**config.mk**
```make
export PLATFORM = sky130hd
export DESIGN_NAME = alu_stage_flat
export DESIGN_NICKNAME = d
export VERILOG_FILES = /design/src/rtl/alu_stage_if.sv /design/src/rtl/alu_stage.sv /design/src/flat_wrapper.sv
export SDC_FILE = /design/constraint.sdc
export NUM_CORES = 1
export LEC_CHECK = 0
export CAP_MARGIN = 20
export CORE_UTILIZATION = 45
export DETAILED_ROUTE_END_ITERATION = 8
export MAX_ROUTING_LAYER = met4
export PLACE_DENSITY = 0.74
export SYNTH_ARGS = -nofsm -noshare
export SYNTH_HDL_FRONTEND = slang
export SYNTH_SLANG_ARGS = --single-unit
```
**constraint.sdc**
```tcl
create_clock -name clk -period 5.93 [get_ports clk]
set_input_delay 0.593 -clock clk [delete_from_list [all_inputs] [get_ports clk]]
set_output_delay 0.593 -clock clk [all_outputs]
set_load 0.005 [all_outputs]
```
**src/rtl/alu_stage_if.sv**
```systemverilog
// alu_stage_if: handshake and data bundle between an operation producer and alu_stage.
//   in_valid/in_ready  : operation handshake (producer -> stage)
//   op, opa, opb       : opcode and operands, sampled when in_valid && in_ready
//   out_valid/out_ready: result handshake (stage -> consumer)
//   result, carry, zero: registered result and flags
//   busy               : stage is not idle
// The slave modport is the ALU stage; the master modport is the producer/consumer side.
interface alu_stage_if #(
    parameter int W = 8
);
    logic         in_valid;
    logic         in_ready;
    logic [2:0]   op;
    logic [W-1:0] opa;
    logic [W-1:0] opb;
    logic         out_valid;
    logic         out_ready;
    logic [W-1:0] result;
    logic         carry;
    logic         zero;
    logic         busy;

    modport master (
        output in_valid, op, opa, opb, out_ready,
        input  in_ready, out_valid, result, carry, zero, busy
    );

    modport slave (
        input  in_valid, op, opa, opb, out_ready,
        output in_ready, out_valid, result, carry, zero, busy
    );
endinterface

```
**src/rtl/alu_stage.sv**
```systemverilog
// alu_stage: single-issue ALU with registered result/flags and a valid/ready
// handshake on both sides. ADD/SUB/AND/OR/XOR/SHL1/SHR1 complete in one cycle;
// MUL is an unsigned shift-add taking one multiplier bit per cycle.
// Ports:
//   clk   : clock, all state changes on the rising edge
//   rst_n : synchronous active-low reset
//   bus   : alu_stage_if.slave (operation in, result/flags out, busy)
//
// state | meaning
// ------+--------------------------------------------------------------
// IDLE  | waiting for an operation, in_ready = 1
// MUL   | shift-add multiply in progress, W cycles
// DONE  | result presented, out_valid = 1, held until out_ready
module alu_stage #(
    parameter int W = 8
) (
    input  logic       clk,
    input  logic       rst_n,
    alu_stage_if.slave bus
);
    localparam int CW = $clog2(W + 1);

    localparam logic [2:0] OP_ADD  = 3'b000;
    localparam logic [2:0] OP_SUB  = 3'b001;
    localparam logic [2:0] OP_AND  = 3'b010;
    localparam logic [2:0] OP_OR   = 3'b011;
    localparam logic [2:0] OP_XOR  = 3'b100;
    localparam logic [2:0] OP_SHL1 = 3'b101;
    localparam logic [2:0] OP_SHR1 = 3'b110;
    localparam logic [2:0] OP_MUL  = 3'b111;

    typedef enum logic [1:0] {
        S_IDLE = 2'd0,
        S_MUL  = 2'd1,
        S_DONE = 2'd2
    } state_t;

    state_t state, state_next;

    logic [W-1:0]   result_q;
    logic           carry_q;
    logic [W-1:0]   mcand_q;
    logic [2*W-1:0] prod_q;
    logic [CW-1:0]  cnt_q;

    logic           in_ready_c;
    logic           out_valid_c;
    logic           busy_c;
    logic           transfer;
    logic           mul_last;

    logic [W:0]     alu_wide;
    logic [W-1:0]   alu_res;
    logic           alu_carry;
    logic [W:0]     mul_sum;
    logic [2*W-1:0] prod_next;

    // ---------------- FSM ----------------
    always_ff @(posedge clk) begin
        if (!rst_n) begin
            state <= S_IDLE;
        end else begin
            state <= state_next;
        end
    end

    always_comb begin
        state_next  = state;
        in_ready_c  = 1'b0;
        out_valid_c = 1'b0;
        busy_c      = 1'b1;
        case (state)
            S_IDLE: begin
                // Gated with rst_n so the stage never advertises readiness during reset.
                in_ready_c = rst_n;
                busy_c     = 1'b0;
                if (bus.in_valid) begin
                    state_next = (bus.op == OP_MUL) ? S_MUL : S_DONE;
                end
            end
            S_MUL: begin
                if (cnt_q == CW'(1)) begin
                    state_next = S_DONE;
                end
            end
            S_DONE: begin
                out_valid_c = 1'b1;
                if (bus.out_ready) begin
                    state_next = S_IDLE;
                end
            end
            default: begin
                state_next = S_IDLE;
            end
        endcase
    end

    assign transfer = bus.in_valid && in_ready_c;
    assign mul_last = (state == S_MUL) && (cnt_q == CW'(1));

    // ---------------- single-cycle ALU ----------------
    // Everything is computed at W+1 bits; bit W is the carry/borrow/shifted-out bit.
    always_comb begin
        alu_wide = '0;
        case (bus.op)
            OP_ADD:  alu_wide = {1'b0, bus.opa} + {1'b0, bus.opb};
            OP_SUB:  alu_wide = {1'b0, bus.opa} - {1'b0, bus.opb};
            OP_AND:  alu_wide = {1'b0, bus.opa & bus.opb};
            OP_OR:   alu_wide = {1'b0, bus.opa | bus.opb};
            OP_XOR:  alu_wide = {1'b0, bus.opa ^ bus.opb};
            OP_SHL1: alu_wide = {bus.opa, 1'b0};
            OP_SHR1: alu_wide = {bus.opa[0], 1'b0, bus.opa[W-1:1]};
            default: alu_wide = '0;
        endcase
    end

    assign alu_res   = alu_wide[W-1:0];
    assign alu_carry = alu_wide[W];

    // ---------------- shift-add multiplier step ----------------
    // prod_q holds {partial_high, remaining_multiplier_bits}; each step adds the
    // multiplicand into the high half when the current multiplier LSB is set,
    // then shifts the whole pair right by one.
    assign mul_sum   = {1'b0, prod_q[2*W-1:W]}
                     + (prod_q[0] ? {1'b0, mcand_q} : {(W+1){1'b0}});
    assign prod_next = {mul_sum, prod_q[W-1:1]};

    // ---------------- datapath registers ----------------
    always_ff @(posedge clk) begin
        if (!rst_n) begin
            result_q <= '0;
            carry_q  <= 1'b0;
            mcand_q  <= '0;
            prod_q   <= '0;
            cnt_q    <= '0;
        end else if (transfer) begin
            if (bus.op == OP_MUL) begin
                mcand_q <= bus.opa;
                prod_q  <= {{W{1'b0}}, bus.opb};
                cnt_q   <= CW'(W);
            end else begin
                result_q <= alu_res;
                carry_q  <= alu_carry;
            end
        end else if (state == S_MUL) begin
            prod_q <= prod_next;
            cnt_q  <= cnt_q - CW'(1);
            if (mul_last) begin
                result_q <= prod_next[W-1:0];
                carry_q  <= |prod_next[2*W-1:W];
            end
        end
    end

    assign bus.in_ready  = in_ready_c;
    assign bus.out_valid = out_valid_c;
    assign bus.busy      = busy_c;
    assign bus.result    = result_q;
    assign bus.carry     = carry_q;
    assign bus.zero      = (result_q == '0);
endmodule

```
**src/flat_wrapper.sv**
```systemverilog
// flat-port wrapper written by rule: the top's interface ports become plain ports
module alu_stage_flat 
#(
    parameter int W = 8
)
  (clk, rst_n, bus_in_valid, bus_op, bus_opa, bus_opb, bus_out_ready, bus_in_ready, bus_out_valid, bus_result, bus_carry, bus_zero, bus_busy);
  alu_stage_if #(.W(W)) bus_i ();
  input  logic clk;
  input  logic rst_n;
  input wire logic [$bits(bus_i.in_valid)-1:0] bus_in_valid;
  input wire logic [$bits(bus_i.op)-1:0] bus_op;
  input wire logic [$bits(bus_i.opa)-1:0] bus_opa;
  input wire logic [$bits(bus_i.opb)-1:0] bus_opb;
  input wire logic [$bits(bus_i.out_ready)-1:0] bus_out_ready;
  output wire logic [$bits(bus_i.in_ready)-1:0] bus_in_ready;
  output wire logic [$bits(bus_i.out_valid)-1:0] bus_out_valid;
  output wire logic [$bits(bus_i.result)-1:0] bus_result;
  output wire logic [$bits(bus_i.carry)-1:0] bus_carry;
  output wire logic [$bits(bus_i.zero)-1:0] bus_zero;
  output wire logic [$bits(bus_i.busy)-1:0] bus_busy;
  assign bus_i.in_valid = bus_in_valid;
  assign bus_i.op = bus_op;
  assign bus_i.opa = bus_opa;
  assign bus_i.opb = bus_opb;
  assign bus_i.out_ready = bus_out_ready;
  assign bus_in_ready = bus_i.in_ready;
  assign bus_out_valid = bus_i.out_valid;
  assign bus_result = bus_i.result;
  assign bus_carry = bus_i.carry;
  assign bus_zero = bus_i.zero;
  assign bus_busy = bus_i.busy;
  alu_stage #(.W(W)) u_core (.clk(clk), .rst_n(rst_n), .bus(bus_i));
endmodule
```
==> results.ini <==
[outcome]
run_status=completed

[die]
rows=30
chipHeight_um=86.0
pin_count=36
core_um2=6790
start_util_pct=46.7
dieArea_um2=7390
chipWidth_um=86.0

[place]
dpl_cell_area_um2=3580
io_buffers=35
place_inst=534
dp_hpwl_mm=6.24
globalplace.congestion=0.877
dp_slack_ps=1720

[clocking]
cts_inserted_buffers=5
ctsLongestPathBuffers=2
htree_levels=2
insertion_delay_ps=290
path_clk_slew_ps=70
cts-hold-fix-buffers=0
ctsResizeCount=0
clockRootBuffer=clkbuf_8
cts.sinks=39
cts_post_setup_buffers_inserted=0
cts_tree=yes

[setup_path]
reg2reg_to=u_core.bus.carry
crit_buf_inv=1
path_common_cell=nor2_1
start_kind=primary input
cp_cell_sequence=clkdlybuf4s50_1 > nor2_1 > and2_1 > nor2_1 > xnor2_1 > ha_1 > nor2b_4 > o2111a_1 > or4_4 > a21oi_2 > mux2_1 > a311o_1
endpoint_kind=flop
crit_path_top_delay_cell=clkdlybuf4s50_1
cp.arrival_ps=4110
crit_fanout=20
crit_required_ps=6110
critical_path.top_delay_family=simple AND/OR/NAND/NOR gates
r2r_start=u_core.prod_q[0]
reg2reg_depth=10
reg2reg_slack_ps=3130
slowest_delay_ps=930
crit_type=in2reg

[min_path]
worstHoldEndpoint=u_core.mcand_q[3]
hp-start=u_core.mcand_q[3]
holdCritPathClass=reg2reg
min_path_cells=2

[layout]
diodes=0
fin_area_um2=3680
finalNonFillerCells=542
drive_above_1_share_pct=4.71
final_core_utilization_pct=54.2
fill_cells=667
syn_to_final_growth_pct=16.1
nets=505

[route]
postRouteAntennaNets=0
via_count=3046
firstDrtPassIters=5
wl_per_cell_um=15.2
drt_wl_total_mm=8.23
drt_iter0_markers=212
viasPerCell=5.62
drcViolationCount=0

[job]
maxCapViolCount=0

[global_route]
grt_use_total_pct=24.4
grt_pass1_vias=2904
grt-ovfl-total=0
grt_first_pass_wirelength_mm=14.0
antenna_found_initial=0
grt_max_degree=36

[timing]
fin_crit_sh_pct=66.3
setup_ws_ps=2000
drv_slew=0
tightestPinTransition_ps=956
timing.hold.ws_ps=451
maxSlewHeadroom_pct=35.8
fmax_mhz=254
clock_skew_ps=4.66
rsz0062_at_grt=false
period_minus_slack_ps=3930
hold_violations=0
timing.setup.tns_ps=0
setup_violations=0

[yosys]
postSynthCellCount=418
synth_warnings=0
syn_avg_cell_area_um2=7.59
syn-num-nets=478
synth_cell_type_count=58
ys_async_sr_fraction_pct=0
ys_seq_elements=39
yosysSeqAreaShare_pct=24.6
netlist_area_um2=3170
synth_ff_type=dfxtp_1
synth-edff-count=0

[pwr]
power_mw=0.650
seq_power_share_pct=42.5
intPower_mw=0.459
power_density_nw_per_um2=176
vdd_drop_max_mv=0.0921
clock_power_share_pct=29.9
p_switching_mw=0.190
switching_share_pct=29.3
p_comb_share_pct=27.7
p_leak_nw=1.49

area by class of cell:
| type | instances | area, µm² | share of cell area (%) |
|---|---|---|---|
| flip-flops and latches | 39 | 781 | 21.2 |
| well taps | 96 | 120 | 3.26 |
| clock buffers | 8 | 100 | 2.72 |
| inverters | 33 | 124 | 3.36 |
| repair buffers | 38 | 373 | 10.1 |
| multi-input cells | 328 | 2190 | 59.4 |
power by group through the flow:
stage                     Combinational, mW  Sequential [mW]  Clock, mW
final                                 0.180            0.276      0.194
after global routing                  0.201            0.277      0.211
after CTS                             0.179            0.276      0.198
after detailed placement              0.178            0.282          0
after global placement                0.175            0.282          0
after floorplan                       0.112            0.280          0
cell families (layout without fill, tap and decap cells):
logic type	after synthesis	count (layout)	synth area share, %
buf+inv	51	79	6.47
xor+xnor	15	15	4.14
compound gates	116	116	23.5
simple gates	149	149	22.7
mux	11	11	3.59
fa+ha+maj	37	37	15.1
flops	39	39	24.6
flip-flops by register name (all words and copies together), names as in the netlist:
name,count
u_core.mcand_q,8
u_core.bus.carry,1
u_core.state,2
u_core.cnt_q,4
u_core.bus.result,8
u_core.prod_q,16
worst max path at each step:
| stage | from | to | slack [ps] | cells after the start |
|---|---|---|---|---|
| 3_5_place_dp | bus_op[1] | u_core.bus.carry | 1720 | 12 |
| 5_1_grt | bus_op[1] | u_core.bus.carry | 1780 | 12 |
| 2_1_floorplan | bus_op[0] | u_core.bus.carry | 2500 | 12 |
| 6_report | bus_op[1] | u_core.bus.carry | 2000 | 12 |
| 3_3_place_gp | bus_op[1] | u_core.bus.carry | 1760 | 12 |
| 4_1_cts | bus_op[1] | u_core.bus.carry | 1990 | 12 |
tightest hold or removal path, stage by stage, from the launching register on:
cell and delay (ps):
dfxtp_1 310, nand2_1 50, a21oi_1 50
cells in the mapped netlist (3+ instances only):
cell type	number	area (µm²)
a211oi_1	8	60.1
a21oi_1	37	185
a22oi_1	11	82.6
a31oi_1	7	43.8
and2_1	10	62.6
buf_2	5	25.0
clkbuf_1	9	33.8
dfxtp_1	39	781
ha_1	35	438
inv_1	32	120
mux2i_1	8	80.1
nand2_1	54	203
nand3_1	7	35.0
nand4_1	3	18.8
nor2_1	39	146
nor2b_1	7	43.8
nor3_1	8	40.0
nor4_1	4	25.0
o211ai_1	7	52.6
o21a_1	6	45.0
o21ai_0	11	55.1
o21ai_1	7	35.0
o31ai_1	4	30.0
xnor2_1	9	78.8
xor2_1	6	52.6
routing by layer:
metal | part of all wire (%) | GRT usage, % | vias up
met1 | 48 | 34.3 | 1402
met2 | 46 | 38.0 | 109
met4 | 0.84 | 4.85 | 0
li1 | - | - | 1529
met5 | 0 | - | -
met3 | 5.0 | 2.60 | 6
placed cells by master (no fill, tap or decap), types with 8 or more instances in the layout:
master           count
a211oi_1             8
a21oi_1             37
a22oi_1             11
and2_1              10
clkdlybuf4s50_1     35
dfxtp_1             39
ha_1                35
inv_1               32
mux2i_1              8
nand2_1             54
nor2_1              39
nor3_1               8
o21ai_0             11
xnor2_1              9
Power figures use the tool's default switching activity.
==> variant 1, RTL diff (same settings) <==
`W` is set to 8 in 3 places; all go to 16.
--- a/src/rtl/alu_stage_if.sv
+++ b/src/rtl/alu_stage_if.sv
@@ -6,7 +6,7 @@
 //   busy               : stage is not idle
 // The slave modport is the ALU stage; the master modport is the producer/consumer side.
 interface alu_stage_if #(
-    parameter int W = 8
+    parameter int W = 16
 );
     logic         in_valid;
     logic         in_ready;
--- a/src/rtl/alu_stage.sv
+++ b/src/rtl/alu_stage.sv
@@ -12,7 +12,7 @@
 // MUL   | shift-add multiply in progress, W cycles
 // DONE  | result presented, out_valid = 1, held until out_ready
 module alu_stage #(
-    parameter int W = 8
+    parameter int W = 16
 ) (
     input  logic       clk,
     input  logic       rst_n,
--- a/src/flat_wrapper.sv
+++ b/src/flat_wrapper.sv
@@ -1,7 +1,7 @@
 // flat-port wrapper written by rule: the top's interface ports become plain ports
 module alu_stage_flat 
 #(
-    parameter int W = 8
+    parameter int W = 16
 )
   (clk, rst_n, bus_in_valid, bus_op, bus_opa, bus_opb, bus_out_ready, bus_in_ready, bus_out_valid, bus_result, bus_carry, bus_zero, bus_busy);
   alu_stage_if #(.W(W)) bus_i ();
Ports: changed (resized bus_opa, bus_opb and bus_result); port bits go from 36 to 60. The function was not compared with the original's and may differ.
==> variant 1 against the unedited design <==
Cell area rose by 94%; sequential cell count grew 33; routed wire length up 120%; worst setup slack improved by 0.23 ns; critical path depth increased by 3; area after synthesis is 92% higher; first-iteration DRC count grew to 2.8 times the old value; total power grew 110%; critical path type unchanged; critical endpoint is now u_core.bus.result[15].
==> variant 1: results (changes against the unedited design) <==
Setup path
  • Crit path DAT: 3.97 ns (-0.14 ns)
  • Crit path from: bus_op[2]
  • Slowest-stage cell, CP: clkdlybuf4s50_1
  • Reg2reg start: u_core.prod_q[0]
  • Worst r2r path cells: 12 (+2)
  • CP delay by family, top: compound AO/OA/AOI/OAI gates
  • CP max FO: 15 (-25%)
  • R2r setup slk: 2.51 ns (-0.62 ns)
  • Crit path largest cell delay: 0.41 ns (-0.52 ns)

Global route
  • Grt ovf: 0 (unchanged)
  • Pin count of the biggest net entering global routing: 65 (+81%)
  • Vias in the first global route: 5666 (+95%)
  • Total global-route track usage: 0.2652 (+0.02130)
  • First-pass GRT wire length: 28.68 mm (+100%)

Synthesis
  • Register area share after synthesis: 0.2364 (-0.009652)
  • Post-Syn Nets: 920 (+92%)
  • Dominant cells by area after synthesis: dfxtp_1 24%, ha_1 14%, nand2_1 6.7%
  • Synth warn: 0 (unchanged)
  • Mapped Cells: 812 (+94%)
  • Most frequent cells after synthesis: 109 x nand2_1, 78 x a21oi_1, 72 x dfxtp_1
  • Yosys cell types: 67 (+16%)

Cells and area
  • Cell Count, Final, Fillers Out: 1034 (+91%)
  • Layout cell share with drive strength beyond 1: 0.05594 (+0.008859)
  • Nets: 962 (+90%)
  • Count of inserted antenna diode cells: 0 (unchanged)
  • Largest register FFs: 32 (+16)

Min path
  • Hold_sp: u_core.mcand_q[0]
  • Worst Hold Path Cells: 2 (unchanged)
  • WHS Endpoint: u_core.mcand_q[0]

Routing
  • Drt first pass iters: 7 (+2)
  • DRT iter0 DRCs: 596 (+180%)
  • Via count: 6193 (+100%)
  • WL final: 18.02 mm (+120%)

Clock network
  • Total CTS buffers: 9 (+4)
  • Clk_lat worst skew: 0.34 ns (+0.05 ns)
  • Post-CTS Setup Inserts: 0 (unchanged)
  • Htree depth: 3 (+1)
  • CTS clk-pin slew, worst paths: 0.06 ns
  • Root Buffer: clkbuf_16

Power
  • LEAKAGE: 2.900 nW (+95%)
  • Switch Pwr: 402.7 uW (+110%)
  • Max VDD drop: 0.0001399 V (+52%)

Placed design
  • Pre-CTS WS: 1.949 ns (+0.2293 ns)
  • GP Congestion: 0.9827 (+12%)
  • Number of I/O port buffers: 59 (+69%)
  • HPWL Detailed: 13.08 mm (+110%)
  • Placement Cell Area: 6837 um^2 (+91%)

STA
  • Worst-margin pin slew: 0.7752 ns (-0.1813 ns)
  • Setup TNS: 0 ns (unchanged)
  • Layout Skew: 0.006701 ns (+0.002037 ns)
  • Hold WS: 0.4485 ns (-0.002974 ns)

Run status
  • Status: finished clean
-- variant 1: worst min-delay path: stages, from the launching register on --
cell and delay, ns:
dfxtp_1 0.30, nand2_1 0.05, a21oi_1 0.05
-- variant 1: worst max path at each step --
| stage | to | slack, ns | cells after the start |
|---|---|---|---|
| finish | u_core.bus.result[15] | 2.22 | 15 |
| global route | u_core.bus.result[15] | 1.89 | 15 |
| CTS | u_core.bus.result[15] | 2.28 | 15 |
| detailed placement | u_core.bus.result[15] | 1.95 | 15 |
| global placement | u_core.bus.result[15] | 1.96 | 15 |
| floorplan | u_core.bus.result[15] | 2.47 | 15 |
-- variant 1: cell type report --
cell class | instances | area [um^2]
sequential | 72 | 1441
timing repair buffer | 72 | 700.7
fill | 1253 | 6091
tap | 176 | 220.2
clock buffer | 11 | 242.7
clock inverter | 4 | 45.04
inverter | 56 | 210.2
multi-input combinational | 643 | 4292
-- variant 1: cells by family (layout without fill, tap and decap cells) --
group | count (synthesis) | in the layout | share of synthesized area
xor+xnor | 32 | 32 | 0.04597
compound gates | 237 | 237 | 0.2621
fa+ha+maj | 69 | 69 | 0.1441
mux | 16 | 16 | 0.02770
buf+inv | 97 | 143 | 0.06054
simple gates | 289 | 289 | 0.2233
flops | 72 | 72 | 0.2364
-- variant 1: per-layer routing --
metal  GRT usage  vias up  part of all wire
li1            -     2997                 -
met1      0.3472     2895              0.45
met2      0.4070      258              0.44
met3     0.05309       43             0.083
met4     0.09098        0             0.026
met5           -        -                 0
-- variant 1: power groups by stage --
| stage | combinational (mW) | sequential (mW) | clock (mW) |
|---|---|---|---|
| after global placement | 0.328 | 0.519 | 0 |
| after detailed placement | 0.330 | 0.519 | 0 |
| after CTS | 0.332 | 0.508 | 0.540 |
| final | 0.338 | 0.509 | 0.534 |
| after global routing | 0.373 | 0.510 | 0.563 |
| after floorplan | 0.207 | 0.515 | 0 |
==> variant 2, RTL diff (same flow settings) <==
Made on the original files. Remove the case item `OP_ADD` of the case on `bus.op`.
--- a/src/rtl/alu_stage.sv
+++ b/src/rtl/alu_stage.sv
@@ -103,7 +103,6 @@
     always_comb begin
         alu_wide = '0;
         case (bus.op)
-            OP_ADD:  alu_wide = {1'b0, bus.opa} + {1'b0, bus.opb};
             OP_SUB:  alu_wide = {1'b0, bus.opa} - {1'b0, bus.opb};
             OP_AND:  alu_wide = {1'b0, bus.opa & bus.opb};
             OP_OR:   alu_wide = {1'b0, bus.opa | bus.opb};
Formal check against the unedited RTL: not equivalent (a bounded check fails within 4 cycles, from zero or initial values and one cycle with rst_n low).
==> variant 2 against the unedited design <==
The run now ends with design-rule violations left; worst setup slack better by 0.39 ns; sequential cell count unchanged; clock skew up 0.0017 ns; total power down 0.29%; register-to-register slack better by 0.07 ns; routed wire length down 7.6%; area after synthesis down 4.4%; cell area down 3.9%; largest cell class unchanged; highest routed layer unchanged.
==> variant 2: results (changes against the unedited design) <==
Synthesis
  • Dominant cells by area after synthesis: dfxtp_1 26%, ha_1 14%, a21oi_1 7.1%
  • Yosys cell types: 56 (-3.4%)
  • Syn avg cell area: 7.643 um^2 (+0.68%)
  • Most frequent cells after synthesis: 51 x nand2_1, 43 x a21oi_1, 39 x dfxtp_1
  • Compound-Gate Fraction of Synth Area: 0.2355 (+0.0008425)

Placed design
  • HPWL Detailed: 5.724 mm (-8.3%)

Run status
  • Status: finished, violations left
  • Failing checks: design-rule violations

Routing
  • DRT iter0 DRCs: 255 (+20%)
  • Drt first pass iters: 7 (+2)
  • WL final: 7.603 mm (-7.6%)
  • Vias per cell: 5.777 (+2.8%)
  • DRC: 2 (+2)

Global route
  • First-pass GRT wire length: 13.03 mm (-6.9%)
  • Routing usage on met1: 0.3244 (-0.01813)
  • Vias in the first global route: 2690 (-7.4%)
  • Met2 Use GR: 0.3562 (-0.02332)
  • Total global-route track usage: 0.2353 (-0.008657)
  • Met3 Usage GRT: 0.04055 (+0.01457)

Cells and area
  • Nets: 483 (-4.4%)
  • Signal buf overhead: 0.1053 (+0.004149)
  • Layout Area Growth over Synthesis: 16.66%
  • Clock-cell share of area: 0.03323 (+0.006063)
  • Inverter count: 28 (-15%)

STA
  • Layout Skew: 0.006356 ns (+0.001692 ns)
  • Worst-margin pin slew: 0.9643 ns (+0.007837 ns)

Setup path
  • Crit path DAT: 2.95 ns (-1.16 ns)

Power
  • LEAKAGE: 1.495 nW (+0.51%)
[variant 2: cell count changes after synthesis, moves of 5 or more]
| cell | change |
|---|---|
| a21oi_1 | +6 |
| inv_1 | -6 |
| mux2i_1 | +5 |
| o211ai_1 | -6 |
| o21a_1 | -5 |
| o21ai_1 | -7 |
[variant 2: path summary, 6_finish.rpt]
check,startpoint,end,slack (ns),depth (start not counted)
max,rst_n,bus_in_ready,2.38,4
min,u_core.mcand_q[2],u_core.mcand_q[2],0.46,2
max reg2reg,u_core.prod_q[0],u_core.bus.carry,3.20,9
min reg2reg,u_core.mcand_q[2],u_core.mcand_q[2],0.46,2
[variant 2: critical path, cell delays in order]
cell,delay [ns]
clkdlybuf4s50_1,0.61
clkinv_1,0.82
nor2_1,0.37
clkdlybuf4s50_1,0.55
[variant 2: per-stage QoR]
stage	instances	hold WS (ns)	setup WS (ns)
2_1_floorplan	397	0.4317	3.506
3_3_place_gp	493	0.4412	2.439
3_5_place_dp	493	0.4438	2.432
4_1_cts	501	0.4548	2.411
5_1_grt	502	0.4684	2.158
6_report	502	0.4553	2.384
[variant 2: power by group]
group          switching (mW)  internal (mW)  leakage, nW
sequential            0.00670          0.269        0.316
combinational          0.0763         0.0658         1.12
clock                  0.0942          0.136       0.0612
total                   0.177          0.471         1.50
[variant 2: kinds of logic after synthesis]
| kind of cell | count (synthesis) |
|---|---|
| multiplexers | 13 |
| buffers and inverters | 46 |
| XOR/XNOR | 10 |
| AND/OR/NAND/NOR | 142 |
| flip-flops | 39 |
| adder cells (fa/ha/maj) | 36 |
| AO/OA/AOI/OAI | 111 |
[variant 2: per-layer routing]
layer,vias to the layer above,wire length (um)
li1,1451,-
met1,1349,3692
met2,88,3336
met3,12,430
met4,0,143
met5,-,0
